### config.mk
export PLATFORM = sky130hd
export DESIGN_NAME = bcd_scan_counter
export DESIGN_NICKNAME = d
export VERILOG_FILES = /design/src/rtl/bcd_scan_counter.sv
export SDC_FILE = /design/constraint.sdc
export NUM_CORES = 1
export LEC_CHECK = 0
export ABC_AREA = 1
export CAP_MARGIN = 20
export CORE_UTILIZATION = 45
export CTS_CLUSTER_SIZE = 28
export DETAILED_ROUTE_END_ITERATION = 8
export PLACE_DENSITY = 0.7
export SYNTH_ARGS = -nofsm -noshare
export SYNTH_HDL_FRONTEND = slang
export SYNTH_SLANG_ARGS = --single-unit
### constraint.sdc
create_clock -name clk -period 1.9 [get_ports clk]
set_input_delay 0.38 -clock clk [delete_from_list [all_inputs] [get_ports clk]]
set_output_delay 0.38 -clock clk [all_outputs]
set_load 0.02 [all_outputs]
### src/rtl/bcd_scan_counter.sv
// bcd_scan_counter
//
// Multi-digit BCD up/down counter with a time-multiplexed display scanner.
// It feeds a single shared Seven_Seg_Display: each scan slot presents one
// digit on BCD with its Blanking qualifier, plus a one-hot digit enable for
// the digit drivers.
//
// Optional feature macro: LEADING_ZERO_BLANK_EN
//   defined     - leading zero digits (above digit 0) are blanked
//   not defined - every digit is displayed, leading zeros included
//
// Parameters
//   DIGITS    number of BCD digits (2..8)
//   SCAN_DIV  clock cycles each digit stays selected (>= 2)
//
// Ports
//   clk        rising-edge clock for all state
//   rst_n      synchronous active-low reset
//   clear      synchronous clear of the count (highest priority)
//   load       load load_val into the count; non-decimal digits load as 0
//   load_val   packed BCD load value, digit 0 in bits [3:0]
//   en         count enable, one step per cycle
//   up         direction: 1 = increment, 0 = decrement
//   count      current packed BCD count (registered)
//   carry      one-cycle pulse when the count wraps in either direction
//   BCD        digit value for the display decoder (registered)
//   Blanking   blank request for the display decoder (registered)
//   digit_sel  one-hot active-high digit enable (registered)

module bcd_scan_counter #(
    parameter int DIGITS   = 4,
    parameter int SCAN_DIV = 1000
) (
    input  logic                  clk,
    input  logic                  rst_n,
    input  logic                  clear,
    input  logic                  load,
    input  logic [4*DIGITS-1:0]   load_val,
    input  logic                  en,
    input  logic                  up,
    output logic [4*DIGITS-1:0]   count,
    output logic                  carry,
    output logic [3:0]            BCD,
    output logic                  Blanking,
    output logic [DIGITS-1:0]     digit_sel
);

    localparam int PRE_W = (SCAN_DIV > 1) ? $clog2(SCAN_DIV) : 1;
    localparam int IDX_W = (DIGITS > 1) ? $clog2(DIGITS) : 1;

    localparam logic [PRE_W-1:0] PRE_LAST = PRE_W'(SCAN_DIV - 1);
    localparam logic [IDX_W-1:0] IDX_LAST = IDX_W'(DIGITS - 1);

    // ------------------------------------------------------------------
    // Count path
    // ------------------------------------------------------------------
    logic [4*DIGITS-1:0] count_next;
    logic                carry_next;
    logic                ripple;
    logic [3:0]          dig;

    // ripple starts set on a count step and survives a digit only while
    // that digit wraps (9->0 up, 0->9 down); if it survives the top digit
    // the whole count wrapped and carry is raised.
    always_comb begin
        count_next = count;
        carry_next = 1'b0;
        ripple     = 1'b0;
        dig        = 4'd0;
        if (clear) begin
            count_next = '0;
        end else if (load) begin
            for (int i = 0; i < DIGITS; i++) begin
                dig = load_val[4*i +: 4];
                count_next[4*i +: 4] = (dig > 4'd9) ? 4'd0 : dig;
            end
        end else if (en) begin
            ripple = 1'b1;
            for (int i = 0; i < DIGITS; i++) begin
                dig = count[4*i +: 4];
                if (ripple) begin
                    if (up) begin
                        if (dig >= 4'd9) begin
                            count_next[4*i +: 4] = 4'd0;
                        end else begin
                            count_next[4*i +: 4] = dig + 4'd1;
                            ripple = 1'b0;
                        end
                    end else begin
                        if (dig == 4'd0) begin
                            count_next[4*i +: 4] = 4'd9;
                        end else begin
                            count_next[4*i +: 4] = dig - 4'd1;
                            ripple = 1'b0;
                        end
                    end
                end
            end
            carry_next = ripple;
        end
    end

    always_ff @(posedge clk) begin
        if (!rst_n) begin
            count <= '0;
            carry <= 1'b0;
        end else begin
            count <= count_next;
            carry <= carry_next;
        end
    end

    // ------------------------------------------------------------------
    // Scan path: free-running, untouched by clear/load/en
    // ------------------------------------------------------------------
    logic [PRE_W-1:0] pre;
    logic [IDX_W-1:0] idx;

    always_ff @(posedge clk) begin
        if (!rst_n) begin
            pre <= '0;
            idx <= '0;
        end else if (pre == PRE_LAST) begin
            pre <= '0;
            idx <= (idx == IDX_LAST) ? '0 : idx + IDX_W'(1);
        end else begin
            pre <= pre + PRE_W'(1);
        end
    end

    // ------------------------------------------------------------------
    // Display output register
    // ------------------------------------------------------------------
    logic [3:0]        digit_val [DIGITS];
    logic [DIGITS-1:0] sel_next;
    logic              blank_next;

    for (genvar g = 0; g < DIGITS; g++) begin : g_digit
        assign digit_val[g] = count[4*g +: 4];
    end

    always_comb begin
        sel_next      = '0;
        sel_next[idx] = 1'b1;
    end

`ifdef LEADING_ZERO_BLANK_EN
    // zero_from[i]: digit i and every digit above it are zero
    logic [DIGITS-1:0] zero_from;

    always_comb begin
        zero_from             = '0;
        zero_from[DIGITS-1]   = (digit_val[DIGITS-1] == 4'd0);
        for (int i = DIGITS - 2; i >= 0; i--) begin
            zero_from[i] = zero_from[i+1] && (digit_val[i] == 4'd0);
        end
    end

    // digit 0 always shows, so a zero count still reads "0"
    assign blank_next = (idx != '0) && zero_from[idx];
`else
    assign blank_next = 1'b0;
`endif

    always_ff @(posedge clk) begin
        if (!rst_n) begin
            digit_sel <= '0;
            BCD       <= 4'd0;
            Blanking  <= 1'b1;
        end else begin
            digit_sel <= sel_next;
            BCD       <= digit_val[idx];
            Blanking  <= blank_next;
        end
    end

endmodule

Word level (Yosys, flattened, before mapping) --
Index checks and enable logic that the tools add are counted.
Storage, ports and cells: latch bits 0, memory bits (writable) 0, memories 0, logic and storage cells 103, bits of input ports 22, memory bits (read-only) 0, bits in registers 38, output and inout port bits 26
Operators by class: reductions and logical operators 15, shift-type cells 0, bitwise gates (word level) 4, equality and inequality tests 2, muxes and demuxes 51, $mul 0, divide/modulo/power cells 0, $add $sub $neg 10, $lt $le $gt $ge 11
Operators with widths (number):
- $mux 4 | 21
- $mux 16 | 2
- $mux 1 | 25
- $add 4x1->4 const B | 4
- $ge 4x4->1 const B | 4
- $gt 4x4->1 const B | 4
- $logic_not 4->1 | 4
- $sub 4x1->4 const B | 4
- $add 10x1->10 const B | 1
- $eq 10x10->1 const B | 1
- $bmux 4 s2 | 1
- $reduce_bool 2->1 | 4
- $reduce_and 2->1 | 3
- $reduce_or 5->1 | 1
- $reduce_or 2->1 | 2
- $ge 3x3->1 const B | 1
- $lt 2x3->1 const B | 1
- $not 1->1 | 3
- $not 2->3 | 1
- $add 2x1->2 const B | 1
- $demux 1 s2 | 1
- $eq 2x2->1 const B | 1
- $ge 2x1->1 const B | 1
- $mux 2 | 1
- $logic_and 1x1->1 | 1

Longest topological paths before layout --
word-level depth 17, depth in mapped cells 13

Worst setup path before layout --
No wires, ideal clock.
path kind register to register, start point register count[8], end point register count[12], setup slack 0.155 ns, setup time 0.114 ns, stages on the path, launching flop included 13, data arrival time 1.631 ns, cell sequence dfxtp_1 -> inv_1 -> ha_1 -> inv_1 -> nor2_2 -> nand2_1 -> nand2_2 -> nand2_1 -> nand2_2 -> o21ai_2 -> nand2_1 -> nand2_1 -> nor2_1
Between the ends: longest elaborated chain between the ends 9, elaborated cells on any way between the ends 11, classes of those cells order compare (1); mux (7); reduce/logical (3)
RTL lines:
- start: declaration | line 41 | output logic [4*DIGITS-1:0] count,
- start signal: assignment | line 108 | count <= count_next;
- $ge 4x4->1 or $logic_not 4->1 (tied branches) | line 83, 90
- $mux 1, on equally long branches | line 83, 90
- $mux 1 (*) | line 82 | if (up) begin
- $mux 1 (*) | line 81 | if (ripple) begin
- $mux 1 (*) | line 77 | end else if (en) begin
- $mux 1 (*) | line 72 | end else if (load) begin
- $mux 1 (*) | line 70 | if (clear) begin
- $reduce_bool 2->1 (no line) (*)
- $reduce_and 2->1 (no line) (*)
Every way passes the cells marked *; elsewhere a longest branch is shown, timed or not. The select of a mux whose other input is x is not followed. A chain may end at the register's enable or synchronous reset.

Worst setup path in the final report --
start point register count[11], end point output port count[11]
No word-level cell between the ends.

==> results by group <==
Pwr
  • Maximum VDD drop: around 400 uV
  • P_leak: between 1.5 and 2 nW
  • Pwr dens: 638 nW/um^2

CTS
  • Clock Latency Late Sink: 0.28 ns
  • CTS buffer count: 5
  • CTS Root Cell: clkbuf_8
  • Clock Path Buffers: 2
  • Clock sink total: 38
  • Htree depth: 2
  • Post-CTS Setup Bufs: 0
  • CTS tree: yes
  • PostCTS Resize Cnt: 0
  • Hold bufs inserted after CTS: 0
  • CTS clock-pin slew for the worst setup and hold paths: about 0.08 ns

Timing
  • Setup TNS Final: 0 ns
  • Hold slack final: around 0.45 ns
  • Fmax: between 0.5 and 0.6 GHz
  • Max-slew violations: 0
  • Crit share post-route: 96.1%
  • Setup ws final: 0.0746 ns
  • Worst clock skew: roughly 0.0023 ns
  • Count of endpoints failing hold in the final timing report: 0
  • Final setup viols: 0
  • Minimum clock period: approximately 1.8 ns
  • Slew Limit Headroom: 69.4%
  • RSZ-0062 raised after global routing: false
  • Worst-Margin Slew: 0.458 ns

Synthesis
  • Yosys Warn Count: 0
  • Synthesized instance count: around 400
  • Most instantiated library cell after synthesis: nand2_1
  • Sequential area share after synthesis: between 20 and 30%
  • Syn Area/Cell: around 6.7 um^2
  • Synthesized cell area: about 2600 um^2
  • Flip-flop and latch count after synthesis: 38
  • Commonest cells post-synth: nand2_1, inv_1, nand3_1, dfxtp_1
  • Netlist cell types: 34
  • Number of synthesized flops with an enable pin: 0
  • Asr flop ratio synth: 0%
  • Synth Flop Type: dfxtp_1
  • Syn nets: 433
  • Synth top area share: between 20% and 30%
  • Leading area contributor after synthesis: dfxtp_1
  • Dominant cells by area after synthesis: dfxtp_1, nand2_1, nand3_1, ha_1, o21ai_0

Floorplanning
  • Num ports: 48
  • Chip height: 78.4 um
  • Chip width: about 78 um
  • Starting Density: a little under half
  • Site row count: 27
  • Core Area: 5570 um^2
  • Die ar.: around 6100 um^2

Worst setup path
  • Kind of critical path: flip-flop to output port
  • Cell family with most CP delay: buffers and inverters
  • Worst Path Buf+Inv: 1
  • Crit end category: output port
  • Worst EP required: 1.52 ns
  • CP cell instances: clkdlybuf4s50_1
  • Critical path arrival: 1.45 ns
  • CP Max Fanout: 7
  • Startpoint class of the critical path: flip-flop
  • CP max-delay cell: clkdlybuf4s50_1
  • Max stage delay on crit path: between 0.6 and 0.7 ns

Finish
  • Filler instances: around 550
  • ANT cells: 0
  • Final Util: about three fifths
  • Layout cell share with drive strength beyond 1: roughly 12%
  • Area grow syn2layout: 30.6%
  • Layout Nets: 497

Routing
  • DR pass1 iterations: 4
  • Post-DR vias/cell: 5.15
  • Final wirelength: about 6.6 mm
  • 1st-iter DRT viols: about 160
  • DRC: 0
  • Routed Antenna Nets: 0
  • Total number of vias: around 2700
  • Drt wl/cell: 12.4 um

Global routing
  • GR Overflow Total: 0
  • Largest net degree at the start of global routing: 13
  • Vias in the first global route: ~2500
  • Global-route wire length before repair: 11.2 mm
  • GRT Overall Usage: between 20% and 30%
  • Initial antenna violation count: 0

Place
  • Routability Congestion: between 0.9 and 1
  • Detailed-placement wirelength estimate: ~5.1 mm
  • Dpl ws: 0.0300 ns
  • Count of input and output buffers: between 40 and 50

Flow run
  • Max-cap viol count: 0

Outcome
  • Outcome: finished clean

Worst hold path
  • Hold Crit Class: flip-flop to flip-flop
-- cell families (layout without fill, tap and decap cells) --
logic type | count (synthesis) | in the layout | share of synthesized area, %
and+or+nand+nor | 183 | 183 | 32.4
adders and majority gates | 17 | 17 | 8.10
xor gates and xnor gates | 9 | 9 | 3.00
AOI/OAI and AO/OA | 82 | 82 | 17.2
buffers and inverters | 65 | 130 | 10.3
DFF | 38 | 38 | 29.0
-- per-stage QoR --
| step | power (W) | std cells | area, um^2 |
|---|---|---|---|
| final | 0.00219 | 531 | 3430 |
| after global routing | 0.00229 | 531 | 3430 |
| after CTS | 0.00219 | 531 | 3420 |
| after detailed placement | 0.00134 | 523 | 3280 |
| after global placement | 0.00134 | 523 | 3280 |
| after floorplan | 0.00116 | 394 | 2630 |
-- worst paths after layout --
kind              startpoint         to  slack [ns]  cells past startpoint
setup / recovery   count[11]  count[11]        0.07                      1
hold / removal        pre[0]     pre[0]        0.45                      1
setup reg to reg    count[8]  count[13]        0.14                     13
hold reg to reg       pre[0]     pre[0]        0.45                      1
-- cell usage in the layout, fill, tap and decap left out, types with 5 or more instances in the layout --
| cell | instances |
|---|---|
| o21ai_0 | 36 |
| nor2_2 | 5 |
| dfxtp_1 | 37 |
| buf_4 | 22 |
| nand3_1 | 46 |
| clkdlybuf4s50_1 | 47 |
| clkbuf_8 | 6 |
| inv_1 | 46 |
| ha_1 | 17 |
| xor2_1 | 5 |
| nand2_1 | 74 |
| a21oi_1 | 34 |
| nand4_1 | 5 |
| inv_2 | 6 |
| nor2_1 | 36 |
-- registers in the layout, indices dropped and copies added, names as in the netlist --
name	count
Blanking	1
idx	2
carry	1
BCD	4
digit_sel	4
pre	10
count	16
-- cell type report --
cell class / count / area [um^2] / area share, %
multi-input combinational: 291 / 1600 / 46.6
sequential: 38 / 762 / 22.2
timing repair buffer: 69 / 636 / 18.5
inverter: 53 / 199 / 5.80
tap: 72 / 90.1 / 2.63
clock buffer: 6 / 82.6 / 2.41
clock inverter: 2 / 60.1 / 1.75
-- report_power, final --
part	leakage (nW)	internal (W)	total [W]	switching, W
Clock	0.0714	0.000560	0.000858	0.000298
Combinational	1.15	0.000207	0.000478	0.000270
Sequential	0.310	0.000822	0.000852	0.0000298
Total	1.53	0.00159	0.00219	0.000598
-- layer usage --
metal / GRT usage [%] / up-vias / part of all wire (%)
li1: - / 1417 / -
met1: 31.3 / 1245 / 50
met2: 37.4 / 61 / 45
met3: 3.14 / 9 / 4.1
met4: 4.26 / 0 / 1.3
met5: 0 / - / 0
Note: power is estimated with default switching activity, not from simulation.
